[config.mk]
export PLATFORM = sky130hd
export DESIGN_NAME = exception_ctrl
export DESIGN_NICKNAME = d
export VERILOG_FILES = /design/src/rtl/exception_ctrl.sv
export SDC_FILE = /design/constraint.sdc
export NUM_CORES = 1
export LEC_CHECK = 0
export BUFFER_PORTS_ARGS = -buffer_cell sky130_fd_sc_hd__clkbuf_2
export CORE_AREA = 2 2 137 139
export CTS_BUF_LIST = sky130_fd_sc_hd__clkbuf_16
export DETAILED_ROUTE_END_ITERATION = 12
export DIE_AREA = 0 0 139 141
export GPL_TIMING_DRIVEN = 0
export HOLD_SLACK_MARGIN = 0.06
export PLACE_DENSITY = 0.62
export SYNTH_ARGS = -nofsm -noshare
export SYNTH_HDL_FRONTEND = slang
export SYNTH_SLANG_ARGS = --single-unit
[constraint.sdc]
create_clock -name clk -period 7.7 [get_ports clk]
set_input_delay 0.77 -clock clk [delete_from_list [all_inputs] [get_ports clk]]
set_output_delay 0.77 -clock clk [all_outputs]
set_load 0.05 [all_outputs]
[src/rtl/exception_ctrl.sv]
// exception_ctrl: prioritises per-instruction exceptions and interrupts, emits a one-cycle CP0 record
// and sequences the pipeline flush/redirect.
module exception_ctrl #(
  parameter logic [31:0] EXC_VECTOR = 32'hBFC00380,
  parameter int FLUSH_CYCLES = 2,
  parameter int SYNC_STAGES = 2
) (
  input  logic        clk,
  input  logic        rst,
  input  logic [5:0]  int_i,
  output logic [5:0]  int_sync_o,
  input  logic        mem_valid_i,
  input  logic [31:0] mem_pc_i,
  input  logic        mem_in_delayslot_i,
  input  logic [31:0] mem_badaddr_i,
  input  logic        excp_adel_if_i,
  input  logic        excp_ri_i,
  input  logic        excp_syscall_i,
  input  logic        excp_trap_i,
  input  logic        excp_ov_i,
  input  logic        excp_adel_i,
  input  logic        excp_ades_i,
  input  logic        excp_eret_i,
  input  logic [31:0] cp0_status_i,
  input  logic [31:0] cp0_cause_i,
  input  logic [31:0] cp0_epc_i,
  input  logic        wb_cp0_we_i,
  input  logic [4:0]  wb_cp0_waddr_i,
  input  logic [31:0] wb_cp0_wdata_i,
  output logic [31:0] exception_type_o,
  output logic [31:0] current_inst_addr_o,
  output logic        is_in_delayslot_o,
  output logic [31:0] badvaddr_o,
  output logic        flush_o,
  output logic [31:0] new_pc_o,
  output logic        busy_o
);
  localparam int CW = $clog2(FLUSH_CYCLES + 1);
  typedef enum logic {IDLE, FLUSH} state_t;
  state_t state, state_nx;
  logic [CW-1:0] cnt;
  logic [SYNC_STAGES-1:0][5:0] sync_q;
  logic wr_st, wr_ca, wr_epc, ie, exl, int_pend, from_if, detect;
  logic [7:0] im, ip;
  logic [31:0] epc, code, bad;
  logic unused;
  assign unused = ^{cp0_status_i[31:16], cp0_status_i[7:2], cp0_cause_i[31:16], cp0_cause_i[7:0]};
  always_ff @(posedge clk or posedge rst)
    if (rst) sync_q <= '0;
    else sync_q <= {sync_q[SYNC_STAGES-2:0], int_i};
  assign int_sync_o = sync_q[SYNC_STAGES-1];
  // An mtc0 in WB overrides the CP0 copy; for Cause only the software IP bits are writable.
  always_comb begin
    wr_st = wb_cp0_we_i && wb_cp0_waddr_i == 5'd12;
    wr_ca = wb_cp0_we_i && wb_cp0_waddr_i == 5'd13;
    wr_epc = wb_cp0_we_i && wb_cp0_waddr_i == 5'd14;
    ie = wr_st ? wb_cp0_wdata_i[0] : cp0_status_i[0];
    exl = wr_st ? wb_cp0_wdata_i[1] : cp0_status_i[1];
    im = wr_st ? wb_cp0_wdata_i[15:8] : cp0_status_i[15:8];
    ip = {cp0_cause_i[15:10], wr_ca ? wb_cp0_wdata_i[9:8] : cp0_cause_i[9:8]};
    epc = wr_epc ? wb_cp0_wdata_i : cp0_epc_i;
    int_pend = mem_valid_i && ie && !exl && |(ip & im);
    from_if = mem_valid_i && !int_pend && excp_adel_if_i;
    code = !mem_valid_i   ? 32'h0 :
           int_pend       ? 32'h1 :
           excp_adel_if_i ? 32'h4 :
           excp_ri_i      ? 32'hA :
           excp_syscall_i ? 32'h8 :
           excp_trap_i    ? 32'hD :
           excp_ov_i      ? 32'hC :
           excp_adel_i    ? 32'h4 :
           excp_ades_i    ? 32'h5 :
           excp_eret_i    ? 32'hE : 32'h0;
    bad = from_if ? mem_pc_i : (code == 32'h4 || code == 32'h5) ? mem_badaddr_i : 32'h0;
    detect = state == IDLE && code != 32'h0;
    state_nx = state;
    if (state == IDLE && detect) state_nx = FLUSH;
    else if (state == FLUSH && cnt == '0) state_nx = IDLE;
  end
  always_ff @(posedge clk or posedge rst)
    if (rst) begin
      state <= IDLE;
      cnt <= '0;
      exception_type_o <= '0;
      current_inst_addr_o <= '0;
      is_in_delayslot_o <= 1'b0;
      badvaddr_o <= '0;
      new_pc_o <= '0;
    end else begin
      state <= state_nx;
      cnt <= detect ? CW'(FLUSH_CYCLES - 1) : (state == FLUSH && cnt != '0) ? cnt - 1'b1 : cnt;
      exception_type_o <= detect ? code : 32'h0;
      current_inst_addr_o <= detect ? mem_pc_i : 32'h0;
      is_in_delayslot_o <= detect && mem_in_delayslot_i;
      badvaddr_o <= detect ? bad : 32'h0;
      new_pc_o <= detect ? (code == 32'hE ? epc : EXC_VECTOR) :
                  (state == FLUSH && cnt == '0) ? 32'h0 : new_pc_o;
    end
  assign flush_o = state == FLUSH;
  assign busy_o = state == FLUSH;
endmodule
; After elaboration in Yosys (flattened, before gate mapping)
; Cells that the tools add are included.
[totals]
inputBits = 216
out_inout_bits = 137
elab_cells = 68
ff_bits = 116
[op_classes]
add_sub_neg = 1
muxes = 27
eq_ne = 6
reduce_logical = 23
bitwise = 2
[op_table]
columns = op, count
row1 = $mux W32, 8
row2 = $mux W4, 11
row3 = $reduce_bool A32 Y1, 1
row4 = $eq A5 B4 Y1 const B, 3
row5 = $logic_and A1 B1 Y1, 13
row6 = $and A8 B8 Y8, 1
row7 = $eq A4 B3 Y1 const B, 2
row8 = $mux W8, 1
row9 = $reduce_bool A2 Y1, 4
row10 = $reduce_or A8 Y1, 1
row11 = $mux W2, 3
row12 = $eq A4 B4 Y1 const B, 1
row13 = $mux W1, 4
row14 = $logic_not A1 Y1, 2
row15 = $logic_not A2 Y1, 1
row16 = $sub A2 B1 Y2 const B, 1
row17 = $logic_or A1 B1 Y1, 1
row18 = $not A1 Y1, 1

; Longest topological paths before layout
; Gate-level depths: netlist of run 1.
[depth]
ltp_word = 15
ltp_mapped = 9
depth_no_buf = 7

; Least setup slack after synthesis of run 1
; Ideal clock, no wire load.
[synth_path]
path_type = input to register
startpoint = input port wb_cp0_waddr_i[1]
endpoint = register exception_type_o[3]
setup_ns = 0.096
path_slack_ns = 4.699
t_required_ns = 7.604
path_buffers = 1
arrival_time_ns = 2.905
cell_stages = 8
cell_sequence = nand2b_4 nor4_4 mux2_2 a221oi_2 a41oi_2 or3_1 buf_2 a311oi_2
[synth_between]
elab_chain_cells = 11
word_cells_on_any_way = 19
cone_classes = eq/ne: 2 / mux: 7 / bitwise: 1 / reduce/logical: 9
[synth_lines]
columns = item, line_no
row1 = from (decl), 28  ; input logic [4:0] wb_cp0_waddr_i,
row2 = "$eq A5 B4 Y1, on equally long branches", "55, 54"
row3 = "$logic_and A1 B1 Y1, on equally long branches", "55, 54"
row4 = $mux W2 (tied with other cells), 60  ; ip = {cp0_cause_i[15:10], wr_ca ? wb_cp0_wdata_i[9:8] : cp0_cause_i[9:8]};
row5 = $and A8 B8 Y8 (tied with other cells), 62  ; int_pend = mem_valid_i && ie && !exl && |(ip & im);
row6 = $reduce_or A8 Y1 or $logic_and A1 B1 Y1 (tied branches), 62
row7 = $logic_and A1 B1 Y1 *, 62
row8 = $mux W4 *, 65  ; int_pend ? 32'h1 :
row9 = $mux W4 *, 64  ; code = !mem_valid_i ? 32'h0 :
row10 = $reduce_bool A32 Y1, 75  ; detect = state == IDLE && code != 32'h0;
row11 = $logic_and A1 B1 Y1, 75
row12 = $mux W4 *, 92  ; exception_type_o <= detect ? code : 32'h0;
row13 = to (signal assigned), 92
row14 = to (decl), 30  ; output logic [31:0] exception_type_o,
; Mark *: on every way between the ends. The rest lies on a longest branch, timed or not.
; A chain may end at the register's enable or synchronous reset.

; Worst setup path in the final report of run 1
[layout_path]
startpoint = input port wb_cp0_waddr_i[1]
endpoint = register new_pc_o[12]
[layout_between]
elab_chain_cells = 11
word_cells_on_any_way = 25
cone_classes = eq/ne: 4 / mux: 9 / bitwise: 1 / reduce/logical: 11
[layout_lines]
columns = item, line_no
row1 = "$eq A5 B4 Y1, on equally long branches", "55, 54"
row2 = "$logic_and A1 B1 Y1, on equally long branches", "55, 54"
row3 = $mux W2 (tied with other cells), 60
row4 = $and A8 B8 Y8 (tied with other cells), 62
row5 = $reduce_or A8 Y1 or $logic_and A1 B1 Y1 (tied branches), 62
row6 = $logic_and A1 B1 Y1, 62
row7 = $mux W4, 65
row8 = $mux W4, 64
row9 = $reduce_bool A32 Y1 or $eq A4 B4 Y1 (tied branches), "75, 96"
row10 = $logic_and A1 B1 Y1 or $mux W32 (tied branches), "75, 96"
row11 = $mux W32 or $reduce_bool A2 Y1 (tied branches), n/a
row12 = to (signal assigned), 96  ; new_pc_o <= detect ? (code == 32'hE ? epc : EXC_VECTOR) :
row13 = to (decl), 35  ; output logic [31:0] new_pc_o,
; Parallel ways exist; a longest one is shown, timed or not.

==> flow_summary_export.csv, run 1 <==
group,metric,value,unit
clock_tree,cts-root-buf,"clkbuf_16",
layout,fillers,1814,
run,maxCapViolCount,0,
route,avgRoutedWirePerCell,15.3,µm
floorplanning,die_w,139,µm
clock_tree,cts_setup_buffers,0,
timing,fin_worst_skew,0.00564,ns
logic_synthesis,yosys_register_bits,116,
route,via_per_inst,4.42,
clock_tree,htree_levels,4,
timing,tns,0,ns
clock_tree,clock_sinks,116,
floorplanning,rows,50,
route,num_vias,4384,
critical_path,cp_max_fo,10,
timing,min_period,3.27,ns
critical_path,worstPathRequired,8.03,ns
clock_tree,cts.path.max_buffers,2,
run_status,status,"finished, final reports clean",
logic_synthesis,syn_area,0.00501,mm²
critical_path,worstReg2RegStart,"busy_o$_DFFE_PP0P_",
critical_path,startpoint,"wb_cp0_waddr_i[1]",
logic_synthesis,async_flop_share,100,%
critical_path,cpPeakStageDelay,0.52,ns
critical_path,path_cells,"clkbuf_2, nand2b_4, nor4_4, mux2_2, a221oi_2, a41oi_2, o21ai_1, buf_2, o2bb2ai_1",
timing,drv_slew,0,
timing,setup_viol,0,
min_path,hold_start,"sync_q[1]$_DFF_PP0_",
clock_tree,path_clk_slew,0.06,ns
layout,final_common_cell,"clkbuf_2",
layout,n_antenna_cell,0,
timing,fmax,306,MHz
layout,final_cell_area,0.00751,mm²
placement,placed_cell_area,0.00683,mm²
logic_synthesis,synth_ff_type,"dfrtp_1",
timing,finalHoldViolations,0,
timing,fin_crit_sh,42.4,%
logic_synthesis,netlist_instances,420,
critical_path,critPathKind,"primary input to flip-flop",
layout,final_cell_mix,"clkbuf_2, dfrtp_1, nor2_1, buf_4, and2_1",
power,power_density,316,mW/mm²
floorplanning,die_area,0.0196,mm²
critical_path,start_kind,"primary input",
grt,grt_pass1_vias,4467,
timing,grt_setup_unrepaired,"false",
logic_synthesis,ys_seq_area_share,58.0,%
placement,pre_cts_ws,3.85,ns
floorplanning,start_util,27.4,%
critical_path,regToRegSetupSlack,5.95,ns
logic_synthesis,ys_types,42,
timing,tightest_slew,0.852,ns
clock_tree,ctsHoldBuffers,0,
clock_tree,clk_latency,0.40,ns
logic_synthesis,synth.avg_cell_area,11.9,µm²
clock_tree,cts_resized,0,
floorplanning,ios,353,
critical_path,cp-end-kind,"flip-flop",
grt,grt_use_total,15.3,%
placement,gp_congestion,0.815,
floorplanning,core,0.0183,mm²
power,leakagePower,0.00390,µW
power,ir_drop,0.000206,V
critical_path,slowest_stage,"o21ai_1",
logic_synthesis,synth-edff-count,0,
route,drc,0,
timing,worst_slack,4.43,ns
layout,area_growth_syn_to_layout,49.9,%
placement,dp_hpwl,11.8,mm
critical_path,cp_top_family,"compound AO/OA/AOI/OAI gates",
power,finalPower,2370,µW
layout,drive_gt1_share,48.6,%
route,drtIter0Drc,117,
grt,grt_start_max_net_pins,73,
critical_path,worstPathBufferInverterCount,2,
grt,grt_overflow,0,
clock_tree,cts_made_buffers,17,
placement,io_buffers,277,
route,drt-pass1-iter-count,4,
grt,grt_pass1_wl,23.4,mm
timing,relSlewSlack,42.7,%
grt,antenna_found_initial,0,
clock_tree,cts_tree,"yes",
layout,final_nets,961,
critical_path,arrival,3.60,ns
route,routed_wl,15.1,mm
logic_synthesis,yosysWarnings,0,
floorplanning,die_h,141,µm
min_path,holdCritPathClass,"flip-flop to flip-flop",
route,drtAntennaViolNets,0,
-- sequential cells by signal, summed over array words and instances (netlist names) --
signal               cells
badvaddr_o              32
busy_o                   1
cnt                      2
current_inst_addr_o     32
exception_type_o         4
int_sync_o               6
is_in_delayslot_o        1
new_pc_o                32
sync_q                   6
-- area by class of cell --
| cell class | instances | area [µm²] | area share (%) |
|---|---|---|---|
| inverter | 4 | 20.0 | 0.267 |
| timing repair buffer | 278 | 1410 | 18.8 |
| clock buffer | 17 | 425 | 5.67 |
| buffer | 62 | 397 | 5.28 |
| multi-input combinational | 265 | 1800 | 24.0 |
| sequential | 116 | 2900 | 38.7 |
| clock inverter | 15 | 254 | 3.38 |
| tap | 234 | 293 | 3.90 |
-- stage by stage --
stage / utilization (%) / hold slack [ns] / std cells
2_1_floorplan: - / 0.331 / 447
3_3_place_gp: 37.2 / 0.331 / 958
3_5_place_dp: 37.4 / 0.335 / 959
4_1_cts: 41.1 / 0.345 / 991
5_1_grt: 41.1 / 0.347 / 991
6_report: 41.1 / 0.340 / 991
-- worst register-to-register path: stages (launching register included) --
cell and delay [ns]:
dfrtp_1 0.51, nand2b_1 0.21, o21ai_1 0.46, buf_2 0.34, o2bb2ai_1 0.15
-- where the power goes --
part,internal (µW),switching (µW)
logic,191,537
clock network,610,296
registers,698,42.9
total,1500,875
-- layer usage --
metal | vias to the layer above | global-route usage (%) | share of wire [%]
li1 | 2088 | - | -
met4 | 0 | 5.79 | 1.5
met2 | 189 | 26.4 | 50
met5 | - | 0 | 0
met3 | 20 | 4.69 | 7.3
met1 | 2087 | 18.1 | 41
-- synth_stat cells, drive strengths merged (4+ instances only) --
| cell | instances | area share [%] |
|---|---|---|
| a2111oi | 12 | 2.1 |
| a22oi | 32 | 4.8 |
| mux2 | 4 | 0.90 |
| mux2i | 22 | 4.4 |
| clkbuf | 15 | 1.1 |
| nand2b | 4 | 0.65 |
| o2bb2ai | 32 | 5.6 |
| o21ai | 4 | 0.40 |
| and2 | 33 | 4.1 |
| dfrtp | 116 | 58 |
| nand2 | 13 | 0.97 |
| inv | 4 | 0.30 |
| a21oi | 4 | 0.47 |
| buf | 47 | 6.8 |
| nor2b | 13 | 1.6 |
| nor2 | 37 | 2.8 |
-- kinds of logic (layout without fill, tap and decap cells) --
group           count (synthesis)  after routing  synth area share, %
flops                         116            116                 58.0
fa+ha+maj                       1              1                0.250
compound gates                 95             95                 15.7
xor+xnor                        1              1                0.175
other cells                     1             28               0.0749
simple gates                  114            114                 12.3
mux                            26             26                 5.30
buf+inv                        66            376                 8.22
-- path summary, 6_finish.rpt --
check | end | cells past startpoint
max | new_pc_o[12]$_DFFE_PP0P_ | 9
min | int_sync_o[1]$_DFF_PP0_ | 0
max reg2reg | new_pc_o[12]$_DFFE_PP0P_ | 4
min reg2reg | int_sync_o[1]$_DFF_PP0_ | 0
max in group asynchronous | current_inst_addr_o[29]$_DFF_PP0_ | 3
min in group asynchronous | int_sync_o[1]$_DFF_PP0_ | 2
Note: power is estimated with default switching activity, not from simulation.
==> run 2, diff against run 1 <==
==> config.mk (replaced) <==
export PLATFORM = sky130hd
export DESIGN_NAME = exception_ctrl
export DESIGN_NICKNAME = d
export VERILOG_FILES = /design/src/rtl/exception_ctrl.sv
export SDC_FILE = /design/constraint.sdc
export NUM_CORES = 1
export LEC_CHECK = 0
export ABC_AREA = 1
export BUFFER_PORTS_ARGS = -buffer_cell sky130_fd_sc_hd__clkbuf_2
export CORE_AREA = 2 2 136 138
export CTS_BUF_LIST = sky130_fd_sc_hd__clkbuf_16
export DETAILED_ROUTE_END_ITERATION = 12
export DIE_AREA = 0 0 138 140
export GPL_TIMING_DRIVEN = 0
export HOLD_SLACK_MARGIN = 0.06
export PLACE_DENSITY = 0.66
export SYNTH_ARGS = -nofsm -noshare
export SYNTH_HDL_FRONTEND = slang
export SYNTH_SLANG_ARGS = --single-unit
==> constraint.sdc (replaced) <==
create_clock -name clk -period 3.31 [get_ports clk]
set_input_delay 0.331 -clock clk [delete_from_list [all_inputs] [get_ports clk]]
set_output_delay 0.331 -clock clk [all_outputs]
set_load 0.05 [all_outputs]
==> flow_summary_export.csv, run 2 <==
group,metric,value,unit
run_status,status,"finished, final reports clean",
logic_synthesis,yosys_register_bits,116,
route,drt-pass1-iter-count,5,
floorplanning,core,0.0178,mm²
logic_synthesis,ys_seq_area_share,52.1,%
placement,dp_hpwl,15.6,mm
timing,fmax,467,MHz
route,drtAntennaViolNets,0,
floorplanning,ios,353,
floorplanning,die_h,140,µm
clock_tree,cts_resized,0,
layout,area_growth_syn_to_layout,44.2,%
grt,grt_pass1_wl,29.9,mm
power,p_clk_share,30.6,%
min_path,holdCritPathClass,"primary input to flip-flop",
logic_synthesis,synth.avg_cell_area,8.54,µm²
clock_tree,path_clk_slew,0.06,ns
critical_path,critPathKind,"primary input to flip-flop",
layout,instances_no_fill,1228,
layout,final_cell_mix,"clkbuf_2, dfrtp_1, nand2_1, nand3_1, nor2_1",
clock_tree,cts_made_buffers,17,
timing,setup_viol,0,
grt,grt_overflow,0,
critical_path,path_cells,"clkbuf_2, inv_2, nand2_1, nor2_4, nand3_1, nand3_1, nand2_1, nor2_1, nand2_1, nand2_1, nand3_2, nor2_2, buf_2, a21oi_1, nor2_1",
route,routed_wl,19.6,mm
route,drc,0,
logic_synthesis,synth-edff-count,0,
power,switching_share,44.2,%
placement,io_buffers,278,
floorplanning,die_w,138,µm
placement,gp_congestion,0.831,
power,power.internal,3130,µW
logic_synthesis,yosysWarnings,0,
critical_path,cp_max_fo,10,
timing,fin_crit_sh,64.7,%
timing,tightest_slew,0.755,ns
logic_synthesis,netlist_instances,652,
critical_path,worstPathRequired,3.63,ns
logic_synthesis,async_flop_share,100,%
grt,grt_pass1_vias,5408,
clock_tree,clock_sinks,116,
clock_tree,cts-root-buf,"clkbuf_16",
timing,fin_worst_skew,0.00614,ns
power,power.net_switching,2480,µW
route,via_per_inst,4.55,
run,maxCapViolCount,0,
logic_synthesis,syn_area,0.00557,mm²
logic_synthesis,synth_top_area_share,52.1,%
timing,relSlewSlack,49.7,%
logic_synthesis,synth_ff_type,"dfrtp_1",
logic_synthesis,netlist_top_cells_count,"dfrtp_1, nand2_1, nand3_1",
layout,n_antenna_cell,0,
placement,dp.cells,1189,
floorplanning,rows,49,
critical_path,slowest_stage,"buf_2",
timing,min_period,2.14,ns
layout,final_common_cell,"clkbuf_2",
layout,final_util,45.2,%
critical_path,cp_common_cell,"nand2_1",
clock_tree,htree_levels,4,
layout,drive_gt1_share,39.7,%
placement,placed_cell_area,0.00741,mm²
clock_tree,cts.path.max_buffers,2,
critical_path,cpPeakStageDelay,0.28,ns
timing,finalHoldViolations,0,
layout,reg_top3,"badvaddr_o: 32 flops, current_inst_addr_o: 32 flops, new_pc_o: 32 flops",
logic_synthesis,synth_area_leaders,"dfrtp_1, nand3_1, nand2_1, nor2_1, buf_4",
clock_tree,cts_tree,"yes",
grt,grt_start_max_net_pins,39,
clock_tree,cts_setup_buffers,0,
critical_path,start_kind,"primary input",
layout,final_nets,1203,
floorplanning,start_util,31.3,%
timing,grt_setup_unrepaired,"false",
layout,fillers,1792,
grt,antenna_found_initial,0,
clock_tree,ctsHoldBuffers,7,
floorplanning,die_area,0.0193,mm²
timing,drv_slew,0,
power,power_density,698,mW/mm²
power,leakagePower,0.00471,µW
critical_path,arrival,2.46,ns
layout,final_cell_area,0.00803,mm²
power,ir_drop,0.000356,V
route,num_vias,5593,
logic_synthesis,yosys.area.top_type,"dfrtp_1",
clock_tree,clk_latency,0.41,ns
power,finalPower,5610,µW
grt,grt_use_total,20.2,%
logic_synthesis,synth_most_common_cell,"dfrtp_1",
critical_path,cp-end-kind,"flip-flop",
route,avgRoutedWirePerCell,15.9,µm
route,drtIter0Drc,262,
logic_synthesis,ys_types,28,
power,p_comb_share,38.3,%
timing,tns,0,ns
power,seqPwrFrac,31.2,%
[run 2: cell types whose count changed after synthesis, moves of 9 or more]
cell | previous run | this run
mux2_2 | 4 | 13
buf_2 | 8 | 19
a21oi_1 | 3 | 36
and2_1 | 33 | 0
a22oi_1 | 32 | 0
a2111oi_0 | 12 | 0
nor2b_1 | 13 | 0
o2bb2ai_1 | 32 | 0
nand2_1 | 13 | 107
mux2i_1 | 22 | 10
nand4_1 | 1 | 23
nand3_1 | 0 | 97
inv_1 | 4 | 67
nor2_1 | 37 | 81
[run 2: critical path: cells and delay by family]
family | cells | cell delay [ns]
and+or+nand+nor | 11 | 1.57
AOI/OAI and AO/OA | 1 | 0.10
buffers and inverters | 3 | 0.43
[run 2: power groups by stage]
stage	sequential (µW)	combinational [µW]	clock, µW
floorplan	2520	775	0
global placement	1770	2130	0
detailed placement	1770	2160	0
CTS	1750	2170	1750
global route	1780	2300	1820
finish	1750	2150	1710
[run 2: path summary, 6_finish.rpt]
kind	start	to	slack [ns]	cells after the start
min in group asynchronous	rst	sync_q[5]$_DFF_PP0_	0.39	3
max in group asynchronous	rst	cnt[1]$_DFFE_PP0P_	2.20	5
max reg2reg	busy_o$_DFFE_PP0P_	new_pc_o[21]$_DFFE_PP0P_	1.40	5
min reg2reg	sync_q[2]$_DFF_PP0_	int_sync_o[2]$_DFF_PP0_	0.35	0
min	mem_in_delayslot_i	is_in_delayslot_o$_DFF_PP0_	0.11	3
max	wb_cp0_waddr_i[1]	badvaddr_o[4]$_DFF_PP0_	1.17	15
[run 2: metal layers]
layer,vias up,routed length (µm),GRT usage [%]
li1,2707,-,-
met1,2575,7520,23.1
met2,289,10000,36.1
met3,22,1670,5.81
met4,0,354,6.98
met5,-,0,0
[run 2: cells by family after synthesis]
family / count (synthesis) / synth area share (%)
AOI/OAI and AO/OA: 47 / 4.36
adders and majority gates: 1 / 0.225
muxes: 23 / 4.43
DFF: 116 / 52.1
buffers and inverters: 143 / 12.9
other: 1 / 0.0674
and+or+nand+nor: 321 / 25.9
[run 2: metrics by stage]
| step | hold WS (ns) | setup slack [ns] |
|---|---|---|
| floorplan | 0.331 | 1.48 |
| global placement | 0.332 | 0.737 |
| detailed placement | 0.267 | 0.717 |
| CTS | 0.0823 | 1.15 |
| global route | 0.122 | 0.996 |
| finish | 0.109 | 1.17 |
[run 2: area by class of cell]
cell class | instances | area (µm²) | share of cell area, %
Buffer | 75 | 463 | 5.77
Clock buffer | 17 | 425 | 5.30
Clock inverter | 15 | 124 | 1.54
Inverter | 68 | 259 | 3.23
Multi-Input combinational cell | 420 | 2050 | 25.5
Sequential cell | 116 | 2900 | 36.1
Tap cell | 229 | 287 | 3.57
Timing Repair Buffer | 288 | 1520 | 18.9
==> run 3, diff against run 2 <==
==> constraint.sdc (replaced) <==
create_clock -name clk -period 2.2 [get_ports clk]
set_input_delay 0.22 -clock clk [delete_from_list [all_inputs] [get_ports clk]]
set_output_delay 0.22 -clock clk [all_outputs]
set_load 0.05 [all_outputs]
==> flow_summary_export.csv, run 3 (synthesis results as in run 2) <==
group,metric,value,unit
run_status,status,"finished, final reports clean",
power,ir_drop,0.000579,V
layout,final_nets,1253,
route,routed_wl,20.4,mm
grt,antenna_found_initial,0,
clock_tree,cts_tree,"yes",
timing,tightest_slew,0.748,ns
route,num_vias,5820,
grt,grt_pass1_vias,5802,
critical_path,slowest_stage,"nor2_2",
floorplanning,die_h,140,µm
critical_path,cp_max_fo,10,
route,drtIter0Drc,267,
min_path,holdCritPathClass,"primary input to flip-flop",
route,top_layer_used,"met4",
timing,grt_setup_unrepaired,"false",
critical_path,cpPeakStageDelay,0.27,ns
floorplanning,core,0.0178,mm²
layout,reg_top3,"badvaddr_o: 32 flops, current_inst_addr_o: 32 flops, new_pc_o: 32 flops",
clock_tree,htree_levels,4,
layout,final_util,48.0,%
timing,worst_slack,0.146,ns
grt,grt_use_total,21.2,%
route,avgRoutedWirePerCell,16.0,µm
critical_path,cp-end-kind,"flip-flop",
route,drtAntennaViolNets,0,
timing,min_period,2.05,ns
power,leakagePower,0.00492,µW
route,routedLengthMet1,7.67,mm
grt,grt_pass1_wl,31.6,mm
critical_path,path_cells,"clkbuf_2, inv_2, nand2_1, nor2_4, nand3_1, nand3_1, nand2_1, nor2_1, nand2_1, nand2_1, nand3_2, nor2_2, buf_2, a21oi_1, nor2_1",
layout,n_antenna_cell,0,
placement,io_buffers,278,
timing,finalHoldViolations,0,
grt,grt_start_max_net_pins,39,
clock_tree,cts-root-buf,"clkbuf_16",
route,drt-pass1-iter-count,5,
critical_path,worstPathRequired,2.51,ns
layout,final_cell_mix,"clkbuf_2, dfrtp_1, nand2_1, nand3_1, nor2_1",
layout,final-seq-area,0.00290,mm²
layout,fillers,1724,
timing,fin_worst_skew,0.00995,ns
clock_tree,path_clk_slew,0.06,ns
clock_tree,cts.path.max_buffers,2,
layout,area_growth_syn_to_layout,53.2,%
placement,gp_congestion,0.831,
floorplanning,start_util,31.3,%
grt,grt_overflow,0,
critical_path,start_kind,"primary input",
critical_path,cp_common_cell,"nand2_1",
route,met3_length,1.78,mm
timing,fin_crit_sh,93.4,%
clock_tree,clk_latency,0.41,ns
timing,fmax,487,MHz
placement,pre_cts_ws,-0.282,ns
power,power_density,998,mW/mm²
layout,multi_input_area,0.00205,mm²
critical_path,critPathKind,"primary input to flip-flop",
critical_path,arrival,2.37,ns
route,wl_met2,10.6,mm
layout,final_common_cell,"clkbuf_2",
timing,relSlewSlack,50.1,%
clock_tree,cts_setup_buffers,0,
run,maxCapViolCount,0,
layout,drive_gt1_share,37.8,%
floorplanning,rows,49,
floorplanning,die_area,0.0193,mm²
floorplanning,die_w,138,µm
clock_tree,cts_made_buffers,17,
route,via_per_inst,4.55,
placement,dp_hpwl,15.6,mm
clock_tree,clock_sinks,116,
timing,setup_viol,0,
timing,drv_slew,0,
floorplanning,ios,353,
route,drc,0,
run 3: changes by cell type in the layout (fill, tap and decap cells not counted), sizes merged:
cell | previous run | this run
dlygate4sd3 | 7 | 57
run 3: cell type report:
| type | count | area share, % |
|---|---|---|
| inverters | 68 | 3.04 |
| clock buffers | 17 | 4.99 |
| plain buffers | 75 | 5.43 |
| well taps | 229 | 3.36 |
| multi-input cells | 420 | 24.0 |
| flip-flops and latches | 116 | 34.0 |
| repair buffers | 338 | 23.7 |
| clock inverters | 15 | 1.45 |
run 3: what timing repair did:
action                     4_1_cts  5_1_grt
hold endpoints to repair       134        0
hold buffers                    57        0
setup endpoints to repair        0        0
gates resized for setup          0        0
run 3: power breakdown:
group	internal, µW	switching [µW]
clock network	1470	1110
logic	819	2480
registers	2480	152
total	4770	3740
run 3: layer usage:
metal | GRT usage, % | up-vias
li1 | - | 2808
met1 | 23.7 | 2688
met2 | 38.5 | 304
met3 | 6.50 | 20
met4 | 6.50 | 0
met5 | 0 | -
run 3: worst max-delay path, delay by kind of cell:
family          cells  cell delay (ns)
compound gates      1             0.10
buf+inv             3             0.42
simple gates       11             1.61
run 3: final timing paths:
kind | start | to | slack (ns) | depth (start not counted)
max in group asynchronous | rst | cnt[0]$_DFFE_PP0P_ | 1.18 | 5
worst max-delay path | wb_cp0_waddr_i[1] | badvaddr_o[4]$_DFF_PP0_ | 0.15 | 15
worst max register to register | busy_o$_DFFE_PP0P_ | new_pc_o[21]$_DFFE_PP0P_ | 0.29 | 5
worst min register to register | sync_q[2]$_DFF_PP0_ | int_sync_o[2]$_DFF_PP0_ | 0.35 | 0
worst min-delay path | mem_pc_i[7] | current_inst_addr_o[7]$_DFF_PP0_ | 0.08 | 3
min in group asynchronous | rst | sync_q[5]$_DFF_PP0_ | 0.28 | 3
run 3: metrics by stage:
step           area, µm²  total power, µW  hold slack, ns  TNS, ns  cells
6_report            8530             8510          0.0753        0   1278
2_1_floorplan       5670             4950           0.251        0    679
4_1_cts             8530             8590          0.0638        0   1278
5_1_grt             8530             8960          0.0752        0   1278
3_3_place_gp        7350             5860           0.330   -45.77   1186
3_5_place_dp        7410             5910           0.156   -21.46   1189
